**config.mk**
```make
export PLATFORM = sky130hd
export DESIGN_NAME = cache_controller
export DESIGN_NICKNAME = d
export VERILOG_FILES = /design/src/rtl/cache_ctrl_pkg.sv /design/src/rtl/cache_stat_counter.sv /design/src/rtl/cache_controller.sv
export SDC_FILE = /design/constraint.sdc
export NUM_CORES = 1
export LEC_CHECK = 0
export ABC_AREA = 1
export CAP_MARGIN = 40
export CORE_MARGIN = 2
export CORE_UTILIZATION = 40
export DETAILED_ROUTE_END_ITERATION = 12
export PLACE_DENSITY = 0.79
export SYNTH_ARGS = -nofsm -noshare
export SYNTH_HDL_FRONTEND = slang
export SYNTH_SLANG_ARGS = --single-unit
```
**constraint.sdc**
```tcl
create_clock -name clk -period 2.2 [get_ports clk]
set_clock_uncertainty 0.15 [all_clocks]
set_input_delay 0.55 -clock clk [delete_from_list [all_inputs] [get_ports clk]]
set_output_delay 0.55 -clock clk [all_outputs]
set_load 0.02 [all_outputs]
```
**src/rtl/cache_ctrl_pkg.sv**
```systemverilog
// cache_ctrl_pkg: shared definitions for the direct-mapped cache controller.
//   - FSM state encoding (4-bit, exported on the controller's state port)
//   - default geometry (address width, index width, derived tag width)
//   - width of the optional statistics counters
package cache_ctrl_pkg;

    localparam int MEMORY_BITS_DEF = 5;
    localparam int INDEX_DEF       = 3;
    localparam int CACHE_SIZE_DEF  = 1 << INDEX_DEF;
    localparam int TAG_W_DEF       = MEMORY_BITS_DEF - INDEX_DEF;
    localparam int STAT_W          = 16;

    typedef enum logic [3:0] {
        S_IDLE    = 4'd0,
        S_LOOKUP  = 4'd1,
        S_COMPARE = 4'd2,
        S_MEM_RD  = 4'd3,
        S_FILL    = 4'd4,
        S_MEM_WR  = 4'd5,
        S_DONE    = 4'd6
    } state_t;

endpackage

```
**src/rtl/cache_stat_counter.sv**
```systemverilog
// cache_stat_counter: saturating event counter.
//   clk    in  clock
//   rst_n  in  asynchronous active-low clear
//   en     in  count one event this cycle
//   count  out current value, sticks at all-ones
module cache_stat_counter
    import cache_ctrl_pkg::*;
(
    input  logic              clk,
    input  logic              rst_n,
    input  logic              en,
    output logic [STAT_W-1:0] count
);

    logic [STAT_W-1:0] count_q, count_d;

    always_comb begin
        count_d = count_q;
        if (en && (count_q != {STAT_W{1'b1}}))
            count_d = count_q + 1'b1;
    end

    always_ff @(posedge clk or negedge rst_n) begin
        if (!rst_n) count_q <= '0;
        else        count_q <= count_d;
    end

    assign count = count_q;

endmodule

```
**src/rtl/cache_controller.sv**
```systemverilog
// cache_controller: sequencing FSM for a direct-mapped cache whose tag and
// valid arrays live in external RAMs. Write-through, no-write-allocate.
//   clk, reset              clock, asynchronous active-low reset
//   read_signal/write_signal CPU request levels (read wins if both)
//   cpu_addr                CPU address, latched when the request is taken
//   busy, done, hit         status; hit is meaningful while done=1
//   state                   FSM state code, also fed to the RAMs
//   cache_addr, taginput,
//   write_signal_cache      tag/valid RAM index, fill tag, write enable
//   tagoutput, validoutput  RAM read data (RAMs update on the negedge)
//   mem_req/mem_we/mem_addr/
//   mem_ack                 backing-memory handshake
// Optional: define CACHE_CTRL_STATS_EN to add hit_count/miss_count outputs
// (saturating counts of completed reads).
module cache_controller
    import cache_ctrl_pkg::*;
#(
    parameter int memory_bits = MEMORY_BITS_DEF,
    parameter int cache_size  = CACHE_SIZE_DEF,
    parameter int index       = INDEX_DEF
) (
    input  logic                         clk,
    input  logic                         reset,
    input  logic                         read_signal,
    input  logic                         write_signal,
    input  logic [memory_bits-1:0]       cpu_addr,
    output logic                         busy,
    output logic                         done,
    output logic                         hit,
    output logic [3:0]                   state,
    output logic [index-1:0]             cache_addr,
    output logic [memory_bits-index-1:0] taginput,
    output logic                         write_signal_cache,
    input  logic [memory_bits-index-1:0] tagoutput,
    input  logic                         validoutput,
    output logic                         mem_req,
    output logic                         mem_we,
    output logic [memory_bits-1:0]       mem_addr,
`ifdef CACHE_CTRL_STATS_EN
    output logic [STAT_W-1:0]            hit_count,
    output logic [STAT_W-1:0]            miss_count,
`endif
    input  logic                         mem_ack
);

    // Geometry sanity check: line count must match the index width.
    if (cache_size != (1 << index)) begin : g_bad_geometry
        $error("cache_controller: cache_size must equal 2**index");
    end

    state_t                 state_q, state_d;
    logic [memory_bits-1:0] addr_q, addr_d;
    logic                   op_rd_q, op_rd_d;
    logic                   hit_q, hit_d;
    logic                   done_q, done_d;
    logic                   wsc_q, wsc_d;
    logic                   mem_req_q, mem_req_d;
    logic                   mem_we_q, mem_we_d;
    logic                   tag_match;

    assign tag_match = validoutput && (tagoutput == addr_q[memory_bits-1:index]);

    // All outputs are registered: each *_d describes what the output must
    // be while the FSM sits in state_d.
    always_comb begin
        state_d   = state_q;
        addr_d    = addr_q;
        op_rd_d   = op_rd_q;
        hit_d     = hit_q;
        done_d    = 1'b0;
        wsc_d     = 1'b0;
        mem_req_d = 1'b0;
        mem_we_d  = 1'b0;
        case (state_q)
            S_IDLE: begin
                hit_d = 1'b0;
                if (read_signal || write_signal) begin
                    addr_d  = cpu_addr;
                    op_rd_d = read_signal;   // a simultaneous write is dropped
                    state_d = S_LOOKUP;
                end
            end
            // cache_addr already shows the latched index; the RAMs respond
            // on this cycle's negedge, so the compare waits one state.
            S_LOOKUP: state_d = S_COMPARE;
            S_COMPARE: begin
                hit_d = tag_match;
                if (!op_rd_q) begin
                    state_d   = S_MEM_WR;
                    mem_req_d = 1'b1;
                    mem_we_d  = 1'b1;
                end else if (tag_match) begin
                    state_d = S_DONE;
                    done_d  = 1'b1;
                end else begin
                    state_d   = S_MEM_RD;
                    mem_req_d = 1'b1;
                end
            end
            S_MEM_RD: begin
                if (mem_req_q && mem_ack) begin
                    state_d = S_FILL;
                    wsc_d   = 1'b1;
                end else begin
                    mem_req_d = 1'b1;
                end
            end
            S_MEM_WR: begin
                if (mem_req_q && mem_ack) begin
                    state_d = S_DONE;
                    done_d  = 1'b1;
                end else begin
                    mem_req_d = 1'b1;
                    mem_we_d  = 1'b1;
                end
            end
            S_FILL: begin
                state_d = S_DONE;
                done_d  = 1'b1;
            end
            S_DONE: begin
                state_d = S_IDLE;
                hit_d   = 1'b0;
            end
            default: state_d = S_IDLE;
        endcase
    end

    always_ff @(posedge clk or negedge reset) begin
        if (!reset) begin
            state_q   <= S_IDLE;
            addr_q    <= '0;
            op_rd_q   <= 1'b0;
            hit_q     <= 1'b0;
            done_q    <= 1'b0;
            wsc_q     <= 1'b0;
            mem_req_q <= 1'b0;
            mem_we_q  <= 1'b0;
        end else begin
            state_q   <= state_d;
            addr_q    <= addr_d;
            op_rd_q   <= op_rd_d;
            hit_q     <= hit_d;
            done_q    <= done_d;
            wsc_q     <= wsc_d;
            mem_req_q <= mem_req_d;
            mem_we_q  <= mem_we_d;
        end
    end

    assign busy               = (state_q != S_IDLE);
    assign done               = done_q;
    assign hit                = hit_q;
    assign state              = state_q;
    assign cache_addr         = addr_q[index-1:0];
    assign taginput           = addr_q[memory_bits-1:index];
    assign write_signal_cache = wsc_q;
    assign mem_req            = mem_req_q;
    assign mem_we             = mem_we_q;
    assign mem_addr           = addr_q;

`ifdef CACHE_CTRL_STATS_EN
    // Reads are classified in DONE, where hit_q still holds the lookup result.
    logic rd_done;
    assign rd_done = (state_q == S_DONE) && op_rd_q;

    cache_stat_counter u_hit_cnt (
        .clk   (clk),
        .rst_n (reset),
        .en    (rd_done && hit_q),
        .count (hit_count)
    );

    cache_stat_counter u_miss_cnt (
        .clk   (clk),
        .rst_n (reset),
        .en    (rd_done && !hit_q),
        .count (miss_count)
    );
`endif

endmodule
```
==> flow_summary_export.csv <==
group,metric,value,unit
run_status,status,"complete, no violations",
setup_path,required,1.50,ns
synth,ys_seq_elements,14,
route,final_antenna_net_count,0,
route,drtIter0Drc,4,
sta,max_slew_margin,58.6,%
grt,grt_pass1_wl,2350,um
synth,synthCells,85,
setup_path,start_kind,"flop",
die,core,1560,um2
setup_path,crit_fanout,5,
cts,clock_latency,0.27,ns
placement,dp_hpwl,1140,um
sta,rsz0062_at_grt,"no",
sta,setup_viol_count_final,0,
cts,cts_made_buffers,3,
die,rows,14,
synth,synth_area_per_cell,8.11,um2
synth,yosys_warnings,0,
synth,syn-cell-area,689,um2
synth,synth_ff_type,"dfrtp_1",
route,post_drt_wl_per_cell,11.2,um
setup_path,path_cells,"clkdlybuf4s50_1",
synth,ys_seq_area_share,50.8,%
sta,tns,0,ns
die,start_util,44.2,%
pwr,p_per_area,1490,nW/um2
pwr,power,1.48,mW
grt,overflow,0,
route,drcViolationCount,0,
cts,clk_pin_slew,0.07,ns
cts,root_buffer,"clkbuf_4",
placement,gp_congestion,0.819,
die,ios,33,
die,dieHeight,45.5,um
layout,fill_cells,139,
sta,worstMarginPinSlew,0.619,ns
layout,area_delta_synth_final,43.7,%
sta,fin_ws,0.130,ns
setup_path,critPathKind,"reg -> out",
synth,syn_nets,98,
route,highest_layer,"met4",
cts,cts_tree,"built",
cts,cts.path.max_buffers,2,
route,routed_wl,1430,um
setup_path,critPathMaxStageDelay,0.65,ns
pwr,ir_drop,0.760,mV
cts,cts-htree-levels,1,
route,via_per_inst,4.79,
layout,antennaDiodeCount,0,
layout,fin_nets,127,
synth,async_reset_ff_share,100,%
job,max_cap_violations,0,
grt,first_global_vias,560,
synth,ys_types,19,
placement,pre_cts_ws,0.181,ns
synth,synth_edf_count,0,
die,die_w,45.5,um
sta,fmax,0.483,GHz
route,drt_first_pass_iters,4,
route,route.met3.wl,52,um
sta,period_share,94.1,%
grt,grt_use_total,16.2,%
route,met2WireLength,735,um
grt,grt_max_degree,15,
placement,dp.cells,125,
route,num_vias,613,
sta,finalCriticalPeriod,2.07,ns
layout,drive_above_1_share,8.93,%
die,die-area,2070,um2
setup_path,arrival,1.37,ns
pwr,leakage,0.485,nW
min_path,min_path_type,"reg -> reg",
placement,port_buffers,31,
route,wl_met1,608,um
sta,finalMaxSlewViolations,0,
sta,hold_viol_final,0,
cts,clock_sinks,14,
grt,antenna_found_initial,0,
setup_path,crit_family,"buffers and inverters",
setup_path,end_kind,"output port",
setup_path,slowest_stage,"clkdlybuf4s50_1",
setup_path,path_buf_inv,1,
cts,post_cts.repair.setup_buffers,0,
layout,final_cells,128,
## routing by layer
metal	up-vias	track usage, %
met2	16	27.3
met3	5	2.38
met1	279	19.0
met4	0	10.6
li1	313	-
met5	-	0
## cell families (layout without fill, tap and decap cells)
| family | count (synthesis) | in the layout | share of synthesized area (%) |
|---|---|---|---|
| buf+inv | 18 | 45 | 13.2 |
| xor+xnor | 1 | 1 | 1.27 |
| compound gates | 9 | 9 | 6.53 |
| simple gates | 42 | 42 | 27.6 |
| other cells | 1 | 1 | 0.544 |
| flops | 14 | 14 | 50.8 |
## report_power, final
| part | total, mW | switching, mW | internal, mW |
|---|---|---|---|
| registers | 0.462 | 0.0922 | 0.370 |
| clock network | 0.141 | 0.0772 | 0.0634 |
| logic | 0.873 | 0.496 | 0.377 |
## what timing repair did
action	CTS	global route
endpoints found under the setup margin	1	0
gates resized for setup	1	0
hold buffers	0	0
## worst paths after layout
kind | startpoint | to | slack [ns] | cells after the start
setup / recovery | state[2]$_DFFE_PN0P_ | state[2] | 0.13 | 1
hold / removal | hit$_DFFE_PN0P_ | hit$_DFFE_PN0P_ | 0.36 | 2
setup reg to reg | state[2]$_DFFE_PN0P_ | mem_addr[0]$_DFFE_PN0P_ | 0.72 | 3
hold reg to reg | hit$_DFFE_PN0P_ | hit$_DFFE_PN0P_ | 0.36 | 2
max in group asynchronous | reset | mem_req$_DFF_PN0_ | 0.99 | 1
min in group asynchronous | reset | mem_addr[3]$_DFFE_PN0P_ | 0.51 | 1
## layout make-up
cell class	count	area [um2]	area share, %
Multi-Input combinational cell	53	248	25.0
Sequential cell	14	350	35.4
Clock buffer	3	22.5	2.27
Inverter	11	41.3	4.17
Timing Repair Buffer	31	309	31.2
Tap cell	16	20.0	2.02
## per-stage QoR
stage / instance area [um2] / util [%] / hold WS (ns)
floorplan: 689 / - / 0.104
global placement: 970 / 62.2 / 0.346
detailed placement: 970 / 62.2 / 0.353
CTS: 991 / 63.6 / 0.371
global route: 991 / 63.6 / 0.413
finish: 991 / 63.6 / 0.359
## flip-flops by register name, summed over array words and instances (netlist names)
signal              cells
mem_addr                5
state                   3
done                    1
hit                     1
mem_req                 1
mem_we                  1
op_rd_q                 1
write_signal_cache      1
## cell usage in the layout (no fill, tap or decap), types with 2 or more instances in the layout
cell type / n
inv_2: 3
o21ai_0: 6
nand3_1: 6
clkbuf_4: 3
clkdlybuf4s50_1: 30
nor2_2: 2
dfrtp_1: 14
nand2_1: 23
inv_1: 8
o21ai_1: 2
nor2_1: 6
## worst min-delay path, stage by stage (launching register included)
cell     delay [ns]
dfrtp_1        0.34
o21ai_0        0.07
nand2_1        0.06
## synth_stat cells (2+ instances only)
library cell | number | area, um2
buf_4 | 6 | 45.0
dfrtp_1 | 14 | 350
inv_1 | 8 | 30.0
inv_2 | 3 | 11.3
nand2_1 | 23 | 86.3
nand3_1 | 6 | 30.0
nor2_1 | 6 | 22.5
nor2_2 | 2 | 12.5
o21ai_0 | 6 | 30.0
o21ai_1 | 2 | 10.0
Power figures use the tool's default switching activity.
==> variant 1: new RTL, same settings <==
Change the package constant `INDEX_DEF` from 3 to 4.
--- a/src/rtl/cache_ctrl_pkg.sv
+++ b/src/rtl/cache_ctrl_pkg.sv
@@ -7,3 +7,3 @@
     localparam int MEMORY_BITS_DEF = 5;
-    localparam int INDEX_DEF       = 3;
+    localparam int INDEX_DEF       = 4;
     localparam int CACHE_SIZE_DEF  = 1 << INDEX_DEF;
Interface: changed (resized cache_addr, taginput and tagoutput); port bits go from 33 to 32. The function was not compared with the original's and may differ.
==> variant 1 against the original RTL <==
Combinational power grew 7.3%; routed wire length increased by 7.9%; first-iteration DRC count fell by 50%; synthesized area rose by 3.3%; total power is 7.7% higher; final area is 4.7% higher; synthesized cell count is 1.2% higher; sequential cell count is the same; sequential power increased by 1%; fmax decreased by 1.4%; register-to-register slack better by 110 ps; worst setup slack worse by 30 ps; via count is 5.2% higher.
==> variant 1: results (changes against the original RTL) <==
- Pre-CTS WS: 231 ps (+49.7 ps)
- Post-synth top cells: nand2_1, dfrtp_1, inv_1, nor2_1, buf_4
- Clk slew on worst S/H paths: 90 ps (+20 ps)
- CP max FO: 6 (+1)
- Iteration-0 DRC Markers: 2 (-2)
- Clock buffers: 4 (+1)
- Met3 wire length: 123 µm (+140%)
- Switching power: 704 µW (+5.8%)
- Vias: 645 (+5.2%)
- Placed Instances: 136 (+8.8%)
- ClkCell Share: 3.50% (+1.2 points)
- HPWL Detailed: 1.21 mm (+6.6%)
- Top layer in use: met3
- Clk network pwr share: 11.6% (+2.1 points)
- Fraction of cell area in non-clock buffers: 30.3% (-0.91 points)
- Total track usage: 16.6% (+0.40 points)
- Drt wl/cell: 11.0 µm (-1.3%)
- Post-synth cell types: 20 (+1)
- Register area share after synthesis: 49.2% (-1.6 points)
- Static Leak: 0.510 nW (+5.2%)
- Routing usage on met3: 3.53% (+1.1 points)
- Total power: 1.59 mW (+7.7%)
- Pwr Density: 1530 nW/µm² (+2.9%)
- Dominant cells by area after synthesis: dfrtp_1, nand2_1, buf_4, inv_1, nor2_1
- Fill count: 158 (+14%)
- Dpl cell area: 1000 µm² (+3.4%)
- Crit path DAT: 1400 ps (+30 ps)
- Routing usage on met1: 20.1% (+1.2 points)
- Port bufs: 30 (-3.2%)
- Sequential cell area share: 33.8% (-1.6 points)
- Layout net count: 128 (+0.79%)
- Post-Route WL: 1.54 mm (+7.9%)
- Maximum vdd drop: 0.000736 V (-3.2%)
- Status: complete, no violations
- Buffers excl. clock: 32 (+3.2%)
- Comb_multi_in: 54 (+1.9%)
- Synthesized instance count: 86 (+1.2%)
## variant 1: cell types whose count changed after synthesis, moves of 2 or more
cell,change
nand3_1,-3
nand2_2,+4
nand2_1,-2
o21ai_1,+2
o21ai_0,-2
a21oi_2,+2
## variant 1: final timing paths
path	depth (start not counted)	from	slack, ps	endpoint
max in group asynchronous	2	reset	1310	state[2]
min in group asynchronous	2	reset	430	hit
worst max-delay path	1	state[0]	100	state[0]
worst max register to register	4	state[0]	830	mem_addr[4]
worst min-delay path	2	mem_addr[0]	370	mem_addr[0]
worst min register to register	2	mem_addr[0]	370	mem_addr[0]
## variant 1: kinds of logic after synthesis
| kind of cell | after synthesis | synth area share, % |
|---|---|---|
| DFF | 14 | 49.2 |
| AOI/OAI and AO/OA | 12 | 9.49 |
| and+or+nand+nor | 41 | 27.1 |
| other | 1 | 0.527 |
| buffers and inverters | 18 | 13.7 |
## variant 1: repair_timing
action                                  4_1_cts  5_1_grt
endpoints found under the setup margin        1        0
resized for setup                             1        0
setup buffers                                 0        0
==> variant 2: new RTL, same flow settings <==
Made on the original files. `addr_q` no longer has a reset.
--- a/src/rtl/cache_controller.sv
+++ b/src/rtl/cache_controller.sv
@@ -131,3 +131,2 @@
             state_q   <= S_IDLE;
-            addr_q    <= '0;
             op_rd_q   <= 1'b0;
@@ -140,3 +139,2 @@
             state_q   <= state_d;
-            addr_q    <= addr_d;
             op_rd_q   <= op_rd_d;
@@ -148,2 +146,6 @@
         end
+    end
+
+    always_ff @(posedge clk) begin
+        addr_q <= addr_d;
     end
Check against the original RTL: not equivalent (a bounded check fails within 4 cycles, from zero or initial values and one cycle with reset low).
==> variant 2 against the original RTL <==
Register-to-register slack about the same; critical path depth unchanged; synthesized area down 5.6%; largest power group unchanged; worst setup slack better by 12 ps; largest cell class unchanged; final area down 3.0%; die area down 5.1%; total power down 16%; sequential cell count unchanged; routed wire length down 5.5%; synthesized cell count down 19%.
==> variant 2: results (changes against the original RTL) <==
- Max reg flops: 5 (unchanged)
- DRT met1 WL: 551 µm (-9.4%)
- Pre-CTS WS: 236 ps (+55.5 ps)
- Largest net degree at the start of global routing: 10 (-5)
- Reg-to-Reg Start: state[1]
- Post-synthesis area per instance: 9.43 µm² (+16%)
- CP max FO: 4 (-1)
- Post-synth ARST share: 64.3% (-36 points)
- HP Start: hit
- First-pass GRT wire length: 2.05 mm (-13%)
- Resized cells post-CTS: 1 (unchanged)
- HPWL Detailed: 1.13 mm (-0.94%)
- Register area share after synthesis: 57.7% (+6.9 points)
- Clk slew on worst S/H paths: 70 ps (about the same)
- Met2 WL: 737 µm (+0.27%)
- Status: complete, no violations
- Post-synth top cells: nand2_1, dfrtp_1, buf_4, nand3_1
- Iteration-0 DRC Markers: 7 (+3)
- Slowest cell on the critical path: clkdlybuf4s50_1
- Layout cell share with drive strength beyond 1: 11.2% (+2.3 points)
- Post-CTS Repair Setup Buffers: 0 (unchanged)
- Number of enable flip-flop cells after synthesis: 5 (+5)
- Static Leak: 0.428 nW (-12%)
- Syn Nets: 82 (-16%)
- R2r endpoint: mem_addr[2]
- Met3 wire length: 58 µm (+12%)
- Fill count: 124 (-11%)
- Post-synth cell types: 18 (-1)
- Total track usage: 14.6% (-1.6 points)
- Port bufs: 31 (unchanged)
- R2R cell count: 3 (unchanged)
- Layout net count: 112 (-12%)
- Antenna cells: 0 (unchanged)
- CTS buffer count: 3 (unchanged)
- Vias: 546 (-11%)
- Top layer in use: met4
- Number of global-route vias before repair: 513 (-8.4%)
- Fin Hold WS: 356 ps (-2.53 ps)
- Global placer's final weighted congestion: 0.757 (-7.6%)
- Warnings, synthesis: 0 (unchanged)
- Post-Route Setup TNS: 0 ps (unchanged)
- Maximum vdd drop: 0.000628 V (-17%)
- Number of vias per cell: 4.79 (about the same)
- Class of the worst hold path: reg2reg
- Crit path largest cell delay: 660 ps
- Initial antenna violation count: 0 (unchanged)
- Drt wl/cell: 11.9 µm (+6.1%)
- Flop2flop setup slack: 720 ps (about the same)
- Dominant cells by area after synthesis: dfrtp_1, edfxtp_1, nand2_1, buf_4, nand3_1
- # H-tree levels: 1 (unchanged)
[variant 2: logic make-up (layout without fill, tap and decap cells)]
group                     count (synthesis)  after routing  share of synthesized area, %
AOI/OAI and AO/OA                         4              4                          3.08
buffers and inverters                    12             41                          10.4
other                                     1              1                         0.576
and+or+nand+nor                          37             37                          26.9
xor gates and xnor gates                  1              1                          1.35
DFF                                      14             14                          57.7
[variant 2: worst max path at each step]
stage | from | to | slack, ps | cells after the start
after global placement | state[1] | busy | 270 | 3
after detailed placement | state[1] | busy | 240 | 3
after global routing | state[2] | state[2] | 90 | 1
final | state[1] | state[1] | 140 | 1
after CTS | state[2] | state[2] | 140 | 1
after floorplan | state[1] | mem_addr[0] | 650 | 3
[variant 2: per-stage QoR]
step | area [µm²] | power [mW]
2_1_floorplan | 651 | 0.847
3_3_place_gp | 936 | 1.09
3_5_place_dp | 936 | 1.11
4_1_cts | 961 | 1.25
5_1_grt | 961 | 1.32
6_report | 961 | 1.24
[variant 2: where the power goes]
part / total [mW] / switching [mW] / internal [mW]
Combinational: 0.662 / 0.387 / 0.275
Clock: 0.146 / 0.0759 / 0.0702
Sequential: 0.435 / 0.0684 / 0.367
[variant 2: cell type report]
type                    count  area (µm²)  share of cell area (%)
clock buffers               4        26.3                    2.73
repair buffers             31         309                    32.2
flip-flops and latches     14         375                    39.1
inverters                   6        22.5                    2.34
multi-input cells          43         208                    21.6
well taps                  16        20.0                    2.08
[variant 2: routing by layer]
| metal | GRT usage, % | vias to the layer above |
|---|---|---|
| met3 | 2.45 | 2 |
| met2 | 26.8 | 21 |
| met4 | 7.27 | 0 |
| met5 | 0 | - |
| met1 | 16.1 | 251 |
| li1 | - | 272 |
